### src/rtl/calendar_pkg.sv
// Shared select codes, field limits and calendar helpers for the calendar counter.
package calendar_pkg;

   typedef enum logic [2:0] {
      SEL_SEC   = 3'd0,
      SEL_MIN   = 3'd1,
      SEL_HOUR  = 3'd2,
      SEL_DAY   = 3'd3,
      SEL_MONTH = 3'd4,
      SEL_YEAR  = 3'd5,
      SEL_DOW   = 3'd6,
      SEL_NONE  = 3'd7
   } sel_e;

   localparam logic [5:0] SEC_MAX   = 6'd59;
   localparam logic [5:0] MIN_MAX   = 6'd59;
   localparam logic [4:0] HOUR_MAX  = 5'd23;
   localparam logic [3:0] MONTH_MAX = 4'd12;
   localparam logic [2:0] DOW_MAX   = 3'd6;

   function automatic logic is_leap(input int unsigned year);
      return (((year % 4) == 0) && ((year % 100) != 0)) || ((year % 400) == 0);
   endfunction

   function automatic logic [4:0] days_in_month(input logic [3:0] month, input logic leap);
      logic [4:0] days;
      case (month)
         4'd2:                     days = leap ? 5'd29 : 5'd28;
         4'd4, 4'd6, 4'd9, 4'd11:  days = 5'd30;
         default:                  days = 5'd31;
      endcase
      return days;
   endfunction

endpackage

### src/rtl/month_length.sv
// Month lengths and leap flag for the running date and for a pending load date.
module month_length
   import calendar_pkg::*;
#(
   parameter int unsigned YEAR_W = 12
) (
   input  logic [3:0]        cur_month_i,
   input  logic [YEAR_W-1:0] cur_year_i,
   input  logic [3:0]        ld_month_i,
   input  logic [YEAR_W-1:0] ld_year_i,
   output logic              cur_leap_o,
   output logic [4:0]        cur_days_o,
   output logic [4:0]        ld_days_o
);

   logic ld_leap;

   assign cur_leap_o = is_leap(32'(cur_year_i));
   assign ld_leap    = is_leap(32'(ld_year_i));
   assign cur_days_o = days_in_month(cur_month_i, cur_leap_o);
   assign ld_days_o  = days_in_month(ld_month_i, ld_leap);

endmodule

### src/rtl/calendar_counter_gen.sv
// Calendar counter: sec..year plus day-of-week, with validated atomic load, set-mode
// field adjust with day clamping, and day/year rollover pulses.
module calendar_counter_gen
   import calendar_pkg::*;
#(
   parameter int unsigned YEAR_W   = 12,
   parameter int unsigned YEAR_MIN = 2001,
   parameter int unsigned YEAR_MAX = 3000,
   parameter bit          HOUR_12  = 1'b0,
   parameter logic [2:0]  DOW_INIT = 3'd1
) (
   input  logic              clk_1Hz,
   input  logic              rst,
   input  logic              en_1,
   input  logic              up,
   input  logic              down,
   input  logic [2:0]        select_item,
   input  logic              load_valid,
   input  logic [5:0]        load_sec,
   input  logic [5:0]        load_min,
   input  logic [4:0]        load_hour,
   input  logic [4:0]        load_day,
   input  logic [3:0]        load_month,
   input  logic [YEAR_W-1:0] load_year,
   input  logic [2:0]        load_dow,
   output logic              load_ready,
   output logic              load_err,
   output logic [5:0]        sec_bin,
   output logic [5:0]        min_bin,
   output logic [4:0]        hour_bin,
   output logic [4:0]        hour_disp,
   output logic              pm,
   output logic [4:0]        day_bin,
   output logic [3:0]        month_bin,
   output logic [YEAR_W-1:0] year_bin,
   output logic [2:0]        dow,
   output logic              leap_year,
   output logic              day_tick,
   output logic              year_wrap
);

   localparam logic [YEAR_W-1:0] YMIN = YEAR_W'(YEAR_MIN);
   localparam logic [YEAR_W-1:0] YMAX = YEAR_W'(YEAR_MAX);
   localparam logic [YEAR_W-1:0] YONE = YEAR_W'(1);

   logic [5:0]        sec_q, sec_d, min_q, min_d;
   logic [4:0]        hour_q, hour_d, day_q, day_d;
   logic [3:0]        month_q, month_d;
   logic [YEAR_W-1:0] year_q, year_d;
   logic [2:0]        dow_q, dow_d;
   logic              load_ready_q, load_ready_d, load_err_q, load_err_d;
   logic              day_tick_q, day_tick_d, year_wrap_q, year_wrap_d;

   logic [4:0] cur_days, ld_days, clamp_days;
   logic       cur_leap, load_ok;
   logic       min_roll, hour_roll, day_roll, month_roll;
   sel_e       sel;

   assign sel = sel_e'(select_item);

   month_length #(
      .YEAR_W (YEAR_W)
   ) u_month_length (
      .cur_month_i (month_q),
      .cur_year_i  (year_q),
      .ld_month_i  (load_month),
      .ld_year_i   (load_year),
      .cur_leap_o  (cur_leap),
      .cur_days_o  (cur_days),
      .ld_days_o   (ld_days)
   );

   assign load_ok = (load_sec <= SEC_MAX) && (load_min <= MIN_MAX) && (load_hour <= HOUR_MAX)
                 && (load_month != 4'd0) && (load_month <= MONTH_MAX)
                 && (load_year >= YMIN) && (load_year <= YMAX)
                 && (load_day != 5'd0) && (load_day <= ld_days) && (load_dow <= DOW_MAX);

   // Whole carry chain resolves combinationally from the current registers.
   assign min_roll   = (sec_q == SEC_MAX) && (min_q == MIN_MAX);
   assign hour_roll  = min_roll && (hour_q == HOUR_MAX);
   assign day_roll   = hour_roll && (day_q == cur_days);
   assign month_roll = day_roll && (month_q == MONTH_MAX);

   always_comb begin
      sec_d        = sec_q;
      min_d        = min_q;
      hour_d       = hour_q;
      day_d        = day_q;
      month_d      = month_q;
      year_d       = year_q;
      dow_d        = dow_q;
      load_ready_d = load_valid;
      load_err_d   = 1'b0;
      day_tick_d   = 1'b0;
      year_wrap_d  = 1'b0;
      clamp_days   = cur_days;
      if (load_valid) begin
         if (load_ok) begin
            sec_d   = load_sec;
            min_d   = load_min;
            hour_d  = load_hour;
            day_d   = load_day;
            month_d = load_month;
            year_d  = load_year;
            dow_d   = load_dow;
         end else begin
            load_err_d = 1'b1;
         end
      end else if (en_1) begin
         sec_d = (sec_q == SEC_MAX) ? 6'd0 : sec_q + 6'd1;
         if (sec_q == SEC_MAX) begin
            min_d = (min_q == MIN_MAX) ? 6'd0 : min_q + 6'd1;
         end
         if (min_roll) begin
            hour_d = (hour_q == HOUR_MAX) ? 5'd0 : hour_q + 5'd1;
         end
         if (hour_roll) begin
            dow_d      = (dow_q == DOW_MAX) ? 3'd0 : dow_q + 3'd1;
            day_d      = (day_q == cur_days) ? 5'd1 : day_q + 5'd1;
            day_tick_d = 1'b1;
         end
         if (day_roll) begin
            month_d = (month_q == MONTH_MAX) ? 4'd1 : month_q + 4'd1;
         end
         if (month_roll) begin
            year_d      = (year_q == YMAX) ? YMIN : year_q + YONE;
            year_wrap_d = (year_q == YMAX);
         end
      end else if (up ^ down) begin
         unique case (sel)
            SEL_SEC: begin
               if (up) sec_d = (sec_q >= SEC_MAX) ? 6'd0 : sec_q + 6'd1;
               else    sec_d = (sec_q == 6'd0) ? SEC_MAX : sec_q - 6'd1;
            end
            SEL_MIN: begin
               if (up) min_d = (min_q >= MIN_MAX) ? 6'd0 : min_q + 6'd1;
               else    min_d = (min_q == 6'd0) ? MIN_MAX : min_q - 6'd1;
            end
            SEL_HOUR: begin
               if (up) hour_d = (hour_q >= HOUR_MAX) ? 5'd0 : hour_q + 5'd1;
               else    hour_d = (hour_q == 5'd0) ? HOUR_MAX : hour_q - 5'd1;
            end
            SEL_DAY: begin
               if (up) day_d = (day_q >= cur_days) ? 5'd1 : day_q + 5'd1;
               else    day_d = (day_q <= 5'd1) ? cur_days : day_q - 5'd1;
            end
            SEL_MONTH: begin
               if (up) month_d = (month_q >= MONTH_MAX) ? 4'd1 : month_q + 4'd1;
               else    month_d = (month_q <= 4'd1) ? MONTH_MAX : month_q - 4'd1;
            end
            SEL_YEAR: begin
               if (up) year_d = (year_q >= YMAX) ? YMIN : year_q + YONE;
               else    year_d = (year_q <= YMIN) ? YMAX : year_q - YONE;
            end
            SEL_DOW: begin
               if (up) dow_d = (dow_q >= DOW_MAX) ? 3'd0 : dow_q + 3'd1;
               else    dow_d = (dow_q == 3'd0) ? DOW_MAX : dow_q - 3'd1;
            end
            default: ;
         endcase
         // A month or year change can shorten the month under the current day.
         clamp_days = days_in_month(month_d, is_leap(32'(year_d)));
         if (day_d > clamp_days) day_d = clamp_days;
      end
   end

   always_ff @(posedge clk_1Hz) begin
      if (rst) begin
         sec_q        <= 6'd0;
         min_q        <= 6'd0;
         hour_q       <= 5'd0;
         day_q        <= 5'd1;
         month_q      <= 4'd1;
         year_q       <= YMIN;
         dow_q        <= DOW_INIT;
         load_ready_q <= 1'b0;
         load_err_q   <= 1'b0;
         day_tick_q   <= 1'b0;
         year_wrap_q  <= 1'b0;
      end else begin
         sec_q        <= sec_d;
         min_q        <= min_d;
         hour_q       <= hour_d;
         day_q        <= day_d;
         month_q      <= month_d;
         year_q       <= year_d;
         dow_q        <= dow_d;
         load_ready_q <= load_ready_d;
         load_err_q   <= load_err_d;
         day_tick_q   <= day_tick_d;
         year_wrap_q  <= year_wrap_d;
      end
   end

   always_comb begin
      hour_disp = hour_q;
      pm        = 1'b0;
      if (HOUR_12) begin
         if (hour_q == 5'd0)       hour_disp = 5'd12;
         else if (hour_q > 5'd12)  hour_disp = hour_q - 5'd12;
         pm = (hour_q >= 5'd12);
      end
   end

   assign sec_bin    = sec_q;
   assign min_bin    = min_q;
   assign hour_bin   = hour_q;
   assign day_bin    = day_q;
   assign month_bin  = month_q;
   assign year_bin   = year_q;
   assign dow        = dow_q;
   assign leap_year  = cur_leap;
   assign load_ready = load_ready_q;
   assign load_err   = load_err_q;
   assign day_tick   = day_tick_q;
   assign year_wrap  = year_wrap_q;

endmodule

### config.mk
export PLATFORM = sky130hd
export DESIGN_NAME = calendar_counter_gen
export DESIGN_NICKNAME = d
export VERILOG_FILES = /design/src/rtl/calendar_pkg.sv /design/src/rtl/month_length.sv /design/src/rtl/calendar_counter_gen.sv
export SDC_FILE = /design/constraint.sdc
export NUM_CORES = 1
export LEC_CHECK = 0
export CAP_MARGIN = 5
export CORE_ASPECT_RATIO = 1.1
export CORE_MARGIN = 8
export CORE_UTILIZATION = 40
export DETAILED_ROUTE_END_ITERATION = 12
export PLACE_DENSITY = 0.67
export RECOVER_POWER = 25
export SLEW_MARGIN = 20
export SYNTH_ARGS = -nofsm -noshare
export SYNTH_HDL_FRONTEND = slang
export SYNTH_SLANG_ARGS = --single-unit
### constraint.sdc
create_clock -name clk_1Hz -period 12.32 [get_ports clk_1Hz]
set_input_delay 1.232 -clock clk_1Hz [delete_from_list [all_inputs] [get_ports clk_1Hz]]
set_output_delay 1.232 -clock clk_1Hz [all_outputs]
set_load 0.02 [all_outputs]
; ---- Yosys cells after proc, flatten, opt, wreduce, memory -nomap -nowiden
; Index checks and enable logic that the tools add are counted.
[op_classes]
add_sub_neg = 14
mul = 0
div = 6
magnitude_cmp = 19
eq_ne = 34
n_shift = 0
muxes = 90
n_bitwise = 4
reduce_logical = 53
[ops]
columns = operator, count
row1 = logical NOT 32 bit, 6
row2 = 2-to-1 mux 12 bit, 13
row3 = 2-to-1 mux 5 bit, 27
row4 = 2-to-1 mux 6 bit, 19
row5 = "remainder unit 12 x 7 -> 32 bit, second input constant", 3
row6 = "remainder unit 12 x 9 -> 32 bit, second input constant", 3
row7 = nonzero test 32 bit, 3
row8 = 2-to-1 mux 4 bit, 13
row9 = 2-to-1 mux 3 bit, 10
row10 = "== test 4 bit, second input constant", 7
row11 = "== test 4 x 3 -> 1 bit, second input constant", 6
row12 = case mux 5 bit (2 select lines), 2
row13 = logical AND 1 bit, 16
row14 = OR reduction 4 bit, 4
row15 = "inequality test 3 x 1 -> 1 bit, second input constant", 5
row16 = nonzero test 3 bit, 5
row17 = "adder 12 x 1 -> 12 bit, second input constant", 1
row18 = "adder 6 x 1 -> 6 bit, second input constant", 2
row19 = "== test 12 bit, second input constant", 1
row20 = "== test 3 bit, second input constant", 4
row21 = "== test 4 x 2 -> 1 bit, second input constant", 3
row22 = "== test 6 bit, second input constant", 2
row23 = "greater-or-equal comparator 12 x 11 -> 1 bit, second input constant", 1
row24 = "greater-or-equal comparator 12 bit, second input constant", 1
row25 = other kinds (42), 63
[word_totals]
ff_bits = 45
latchBits = 0
mem_bits_rw = 0
rom_bits = 0
input_bits = 50
out_inout_bits = 52
wordCells = 231
n_memories = 0

; ---- Depth between registers and ports, before layout
; Gate-level depths: netlist of the first run.
[logic_depth]
ltp_word = 21
depth_mapped = 42
mapped_depth_nobuf = 39

; ---- Hierarchy
; A second synthesis of the first run with hierarchy kept.
[unflattened]
hier_cells = 1332
hier_area_um2 = 9064.9
[modules_own_cells]
columns = module, n_inst, cells_each, area_per_inst_um2, seq_area_each_um2
row1 = calendar_counter_gen, 1, 956, 6467.5, 900.9
row2 = month_length, 1, 376, 2597.5, 0.0

; ---- Worst setup path after synthesis of the first run
; Ideal clock, no wire load.
[synth_path]
path_kind = input to register
from = in load_year[9]
to = reg day_q[0], in the netlist day_bin[0]
setup_time_ns = 0.124
arrival_ns = 8.386
required_time_ns = 12.196
slack_ns = 3.810
stages = 31
path_buffers = 0
path_cell_list = nor3_1 -> nor2_1 -> ha_1 -> nand2b_1 -> o21a_1 -> nor3_2 -> maj3_1 -> mux2i_1 -> o211a_1 -> and3_1 -> o31ai_1 -> o31ai_1 -> mux2i_1 -> xnor2_1 -> a22oi_1 -> o21ai_0 -> xor2_1 -> a21oi_1 -> mux2_2 -> a31oi_1 -> ha_1 -> nor2b_1 -> o2111ai_1 -> a21oi_1 -> o41ai_1 -> a21boi_1 -> nand2_1 -> a2111o_1 -> or3b_2 -> o21ai_0 -> nor3_1
[synth_between]
elab_chain_len = 11
elab_cells_between_ends = 18
cone_classes = div (2) / order compare (3) / eq/ne (1) / mux (2) / reduce/logical (10)
[synth_lines]
columns = element, line_no
row1 = start: declaration, calendar_counter_gen.sv:24  ; input logic [YEAR_W-1:0] load_year,
row2 = remainder unit 12 x 7 -> 32 bit, calendar_pkg.sv:22  ; return (((year % 4) == 0) && ((year % 100) != 0)) || ((year % 400) == 0);
row3 = nonzero test 32 bit, calendar_pkg.sv:22
row4 = logical AND 1 bit, calendar_pkg.sv:22
row5 = logical OR 1 bit, calendar_pkg.sv:22
row6 = 2-to-1 mux 1 bit, calendar_pkg.sv:28  ; 4'd2: days = leap ? 5'd29 : 5'd28;
row7 = case mux 5 bit (2 select lines), calendar_pkg.sv:27  ; case (month)
row8 = less-or-equal comparator 5 bit, calendar_counter_gen.sv:76  ; && (load_day != 5'd0) && (load_day <= ld_days) && (load_dow <= DOW_MAX);
row9 = logical AND 1 bit * (2 in series), calendar_counter_gen.sv:76
row10 = inequality test 2 x 1 -> 1 bit (no line) *, --
row11 = AND reduction 3 bit (no line) *, --
row12 = end signal: assignment, calendar_counter_gen.sv:184  ; day_q <= day_d;
row13 = end: declaration, calendar_counter_gen.sv:47  ; logic [4:0] hour_q, hour_d, day_q, day_d;
; Mark *: on every way between the ends. The rest lies on a longest branch, timed or not.
; A chain may end at the register's enable or synchronous reset.

; ---- Final worst setup path of the first run
[layout_path]
from = in load_year[9]
to = reg min_q[4], in the netlist min_bin[4]
[layout_between]
elab_chain_len = 11
elab_cells_between_ends = 18
cone_classes = div (2) / order compare (3) / eq/ne (1) / mux (2) / reduce/logical (10)
[layout_lines]
columns = element, line_no
row1 = remainder unit 12 x 7 -> 32 bit, calendar_pkg.sv:22
row2 = nonzero test 32 bit, calendar_pkg.sv:22
row3 = logical AND 1 bit, calendar_pkg.sv:22
row4 = logical OR 1 bit, calendar_pkg.sv:22
row5 = 2-to-1 mux 1 bit, calendar_pkg.sv:28
row6 = case mux 5 bit (2 select lines), calendar_pkg.sv:27
row7 = less-or-equal comparator 5 bit, calendar_counter_gen.sv:76
row8 = logical AND 1 bit * (2 in series), calendar_counter_gen.sv:76
row9 = inequality test 2 x 1 -> 1 bit (no line) *, --
row10 = AND reduction 4 bit (no line) *, --
row11 = end signal: assignment, calendar_counter_gen.sv:182  ; min_q <= min_d;
row12 = end: declaration, calendar_counter_gen.sv:46  ; logic [5:0] sec_q, sec_d, min_q, min_d;
; Marks and branches as above.

==> results.cfg, run 1 <==
[grt]
antenna_found_initial = 2
grt_pass1_vias = 9360
grtUsageTotal_pct = 21.5
grt_max_degree = 55
grt-ovfl-total = 0
grt_pass1_wl_mm = 47.5

[yosys]
async_reset_ff_share_pct = 0
yosysWarnings = 0
ys_types = 97
synth-seq-cells = 45
post_synth.cell_area_avg_um2 = 6.59
synth_edf_count = 0
syn_area_um2 = 8460
synth_nets = 1367
ys_seq_area_share_pct = 10.6
yosys.area.top_type_share_pct = 10.6
yosysTopAreaCell = dfxtp_1
synth_flop_cell = dfxtp_1
synth_area_leaders = dfxtp_1 (11%), nor2_1 (7.0%), a21oi_1 (6.7%), o21ai_0 (5.4%), ha_1 (4.9%)
synthCells = 1284

[power]
p_sw_share_pct = 50.1
switchingPower_uw = 507
pwr-share-clk_pct = 13.8
p_comb_share_pct = 67.1
intPower_uw = 506
ir_worst_vdd_mv = 0.0667
powerDensity_nw_per_um2 = 105
cellLeakagePower_nw = 3.49
p_total_mw = 1.01
power_frac_seq_pct = 19.0

[floorplan]
initial_utilization_pct = 40.2
fp-row-count = 56
die_w_um = 155
io_pins = 102
die_h_um = 169
fp.coreArea_um2 = 21000
die_area_um2 = 26100

[placed_design]
routabilityCongestion = 0.961
hpwl_mm = 21.8
port_buffers = 100
placedCellCount = 1560
post-place-ws_ns = 1.85

[worst_setup_path]
worstPathArrival_ns = 10.49
crit_slowest_cell = a21oi_1
cp-start-kind = input pin
cp.required_ns = 12.49
reg2regPathDepth = 36
crit_path_end_kind = register
worstSetupPathType = in -> reg
cp_slowest_stage_delay_ns = 0.72
cp_max_fo = 16

[job]
cap_violations = 1

[final_layout]
n_fill_cell = 2164
layout_commonest_cell = nor2_1
layout_common_cells = nor2_1 (157), a21oi_1 (113), nand2_1 (107)
multi_input_area_um2 = 7030
drive_above_1_share_pct = 6.20
antenna_cells = 0
seq_area_um2 = 901
final_core_util_pct = 45.7
nets = 1389
area_delta_synth_final_pct = 13.5
fin_cells = 1568

[detailed_routing]
dr.first_iter.drc_count = 1029
drt_pass1_iterations = 6
vias = 10200
drt-wirelength-per-cell_um = 18.9
drt_wl_total_mm = 29.6
drc_errors = 0
drt-vias-per-instance = 6.49
postRouteAntennaNets = 0

[sta]
report.final.slew_viol_count = 55
tns_ns = 0
relSlewSlack_pct = -67.3
period_needed_ns = 10.33
setup_ws_ns = 1.99
worst_pin_slew_ns = 2.51
hold_viol = 0
fmax_mhz = 96.8
setup_viol = 0
finalCritPeriodShare_pct = 83.8
rsz0062_at_grt = false
fin_skew_ns = 0.0105

[min_path]
min_path_cells = 2
hold_path_class = reg -> reg

[clock_network]
cts_tree = yes
cts_setup_buffers = 0
htree_levels = 2
cts_resized = 0
cts_hold_buf = 0
root_buffer = clkbuf_16
clockBufferDepth = 2
path_clk_slew_ns = 0.08
clk_latency_ns = 0.29
clock-sinks = 45
numCtsBuffers = 5

[outcome]
failed_checks = capacitance limit, slew limit
status = complete, but fails checks
[stage by stage]
step / hold WS [ns] / instance area, um^2
2_1_floorplan: 0.603 / 8460
3_5_place_dp: 0.558 / 9460
3_3_place_gp: 0.552 / 9460
4_1_cts: 0.572 / 9610
5_1_grt: 0.618 / 9600
6_report: 0.567 / 9600
[routing by layer]
layer	part of all wire [%]	vias to the layer above	global-route usage (%)
met2	46	489	36.5
met3	8.6	76	4.72
met1	42	4700	26.4
li1	-	4911	-
met5	0.078	-	0
met4	2.8	4	7.51
[path summary, 6_finish.rpt]
check                from          end  slack [ns]
max          load_year[9]   min_bin[4]        1.99
min reg2reg   hour_bin[1]  hour_bin[1]        0.57
min           hour_bin[1]  hour_bin[1]        0.57
max reg2reg   year_bin[7]   day_bin[1]        3.21
[worst max-delay path, delay by kind of cell]
family	cells	cell delay, ns
xor gates and xnor gates	2	0.66
and+or+nand+nor	7	2.24
adders and majority gates	3	0.84
muxes	2	0.58
buffers and inverters	1	0.66
AOI/OAI and AO/OA	16	4.26
[flip-flops by register name, indices dropped and copies added, names as in the netlist]
name	count
day_bin	5
day_tick	1
dow	3
hour_bin	5
load_err	1
load_ready	1
min_bin	6
month_bin	4
sec_bin	6
year_bin	12
year_wrap	1
[cells in the mapped netlist, types with 10 or more instances]
cell and count:
nor2_1 157, a22oi_1 13, xor2_1 17, inv_1 35, a21o_1 11, or2_2 16, nand2b_1 16, o211ai_1 17
clkbuf_1 71, xnor2_1 22, or3_1 16, nand2_1 107, nor4_1 14, o21ai_0 91, ha_1 33, mux2i_1 14
o22ai_1 10, a21oi_1 113, o21a_1 12, a31oi_1 14, dfxtp_1 45, a211o_1 17, nand4_1 14, and2_1 11
o31ai_1 19, nor3_1 55, a211oi_1 27, nand3_1 44, and3_1 13, a21boi_0 11
[logic make-up (layout without fill, tap and decap cells)]
family / after synthesis / after routing / synth area share (%)
AND/OR/NAND/NOR: 517 / 517 / 30.0
other: 1 / 1 / 0.0443
multiplexers: 24 / 24 / 3.28
XOR/XNOR: 39 / 39 / 4.04
AO/OA/AOI/OAI: 491 / 491 / 40.5
buffers and inverters: 132 / 155 / 6.34
adder cells (fa/ha/maj): 35 / 35 / 5.12
flip-flops: 45 / 45 / 10.6
[area by class of cell]
class,instances,share of cell area (%)
multi-input cells,1107,73.2
repair buffers,111,11.1
flip-flops and latches,45,9.38
well taps,261,3.40
inverters,36,1.41
clock buffers,5,1.30
clock inverters,3,0.221
[power by group through the flow]
stage | Combinational (mW) | Sequential (mW) | Clock [mW]
6_report | 0.680 | 0.193 | 0.140
5_1_grt | 0.746 | 0.195 | 0.149
4_1_cts | 0.672 | 0.191 | 0.143
3_5_place_dp | 0.668 | 0.195 | 0
3_3_place_gp | 0.656 | 0.194 | 0
2_1_floorplan | 0.516 | 0.186 | 0
Note: power is estimated with default switching activity, not from simulation.
==> inputs of run 2 (changes only) <==
==> constraint.sdc (replaced) <==
create_clock -name clk_1Hz -period 9.8 [get_ports clk_1Hz]
set_input_delay 0.98 -clock clk_1Hz [delete_from_list [all_inputs] [get_ports clk_1Hz]]
set_output_delay 0.98 -clock clk_1Hz [all_outputs]
set_load 0.02 [all_outputs]
==> run 2 against run 1 <==
The flow still finishes with violations (capacitance limit, slew limit); non-clock buffer count up 12; worst hold slack better by 0.0059 ns; flip-flop and latch count unchanged; register-to-register slack worse by 2.1 ns; first-iteration DRC count down 0.29%.
==> results.cfg, run 2 (same netlist as run 1, synthesis figures left out) <==
[placed_design]
port_buffers = 100
hpwl_mm = 21.8
routabilityCongestion = 0.966

[worst_setup_path]
reg2regPathDepth = 37
worstSetupPathType = in -> reg
crit_path_end_kind = register
worst-path-stages = 33
reg2reg_from = year_bin[8]
cp.required_ns = 9.98
cp_slowest_stage_delay_ns = 0.68
reg2reg_slack_ns = 1.07
critPathLaunch = load_year[10]
worstPathArrival_ns = 9.10
cp-endpoint = day_bin[0]
worst-path-buf-inv = 3
crit_family = compound AO/OA/AOI/OAI gates
cp_max_fo = 11
cp-start-kind = input pin
crit_slowest_cell = clkdlybuf4s50_1
rr_endpoint = day_bin[1]

[detailed_routing]
postRouteAntennaNets = 0
vias = 10300
dr.first_iter.drc_count = 1026
drc_errors = 0
drt-wirelength-per-cell_um = 18.8
drt-vias-per-instance = 6.50
drt_wl_total_mm = 29.8
drt_pass1_iterations = 5

[power]
cellLeakagePower_nw = 3.57
powerDensity_nw_per_um2 = 134
p_total_mw = 1.31
ir_worst_vdd_mv = 0.0996

[floorplan]
io_pins = 102
die_area_um2 = 26100
die_h_um = 169
fp.coreArea_um2 = 21000
die_w_um = 155
fp-row-count = 56
initial_utilization_pct = 40.2

[sta]
fin_skew_ns = 0.00712
hold_viol = 0
report.final.slew_viol_count = 55
setup_viol = 0
tns_ns = 0
finalCritPeriodShare_pct = 91.0
fmax_mhz = 112
worst_pin_slew_ns = 2.47
period_needed_ns = 8.92
rsz0062_at_grt = false
relSlewSlack_pct = -64.8

[job]
cap_violations = 1

[grt]
grt_pass1_vias = 9445
grt_pass1_wl_mm = 47.5
grt-ovfl-total = 0
antenna_found_initial = 0
grtUsageTotal_pct = 21.7
grt_max_degree = 55

[min_path]
hold_path_class = reg -> reg
min_path_cells = 2

[clock_network]
clock-sinks = 45
clk_latency_ns = 0.30
cts_tree = yes
numCtsBuffers = 5
clockBufferDepth = 2
path_clk_slew_ns = 0.06
root_buffer = clkbuf_16
htree_levels = 2

[outcome]
status = complete, but fails checks
failed_checks = capacitance limit, slew limit

[final_layout]
layout_commonest_cell = nor2_1
largest_register_ffs = 12
nets = 1401
drive_above_1_share_pct = 7.13
area_delta_synth_final_pct = 15.1
antenna_cells = 0
layout_common_cells = nor2_1 (157), a21oi_1 (113), nand2_1 (107)
## run 2: cell types whose count changed in the layout (fill, tap and decap cells not counted), sizes merged
cell and delta:
buf +12, clkbuf +2, bufinv +1, clkinv -1, clkinvlp -1, inv -1
## run 2: layout make-up
class	count	area (um^2)
fill	2188	11300
multi-input combinational	1107	7040
timing repair buffer	123	1150
sequential	45	901
tap	261	327
clock buffer	7	143
inverter	36	135
clock inverter	1	30.0
## run 2: tightest hold or removal path, cell delays in order (launching register included)
cell and delay [ns]:
dfxtp_1 0.36, nor2_1 0.12, a211oi_1 0.05
## run 2: worst min-delay path by stage
| stage | start | to | slack (ns) |
|---|---|---|---|
| after floorplan | hour_bin[1] | hour_bin[1] | 0.60 |
| after global placement | hour_bin[1] | hour_bin[1] | 0.56 |
| after detailed placement | min_bin[1] | min_bin[1] | 0.56 |
| after CTS | min_bin[1] | min_bin[1] | 0.57 |
| after global routing | sec_bin[1] | sec_bin[1] | 0.62 |
| final | min_bin[1] | min_bin[1] | 0.57 |
## run 2: per-stage QoR
step	instances	cell area (um^2)	util, %	hold WS, ns	setup slack (ns)
after floorplan	1284	8460	-	0.603	1.54
after global placement	1572	9550	45.4	0.558	0.909
after detailed placement	1572	9550	45.4	0.562	0.639
after CTS	1580	9720	46.3	0.574	0.893
after global routing	1580	9730	46.3	0.617	0.0187
final	1580	9730	46.3	0.572	0.879
## run 2: where the power goes
part	switching, mW	internal, mW	total (mW)
Sequential	0.0450	0.198	0.243
Clock	0.0774	0.128	0.205
Combinational	0.509	0.348	0.857
Total	0.632	0.673	1.31
## run 2: what timing repair did
item / in CTS / in global routing
setup endpoints to repair: 0 / 1
buffers inserted: 0 / 0
resized for setup: 0 / 2
hold buffers: 0 / 0
## run 2: layer usage
layer / share of wire (%) / global-route usage (%) / wire (um) / vias to the layer above
li1: - / - / - / 4935
met1: 42 / 26.4 / 12600 / 4798
met2: 47 / 36.8 / 13900 / 453
met3: 7.5 / 4.13 / 2220 / 84
met4: 3.3 / 8.91 / 979 / 0
met5: 0 / 0 / 0 / -
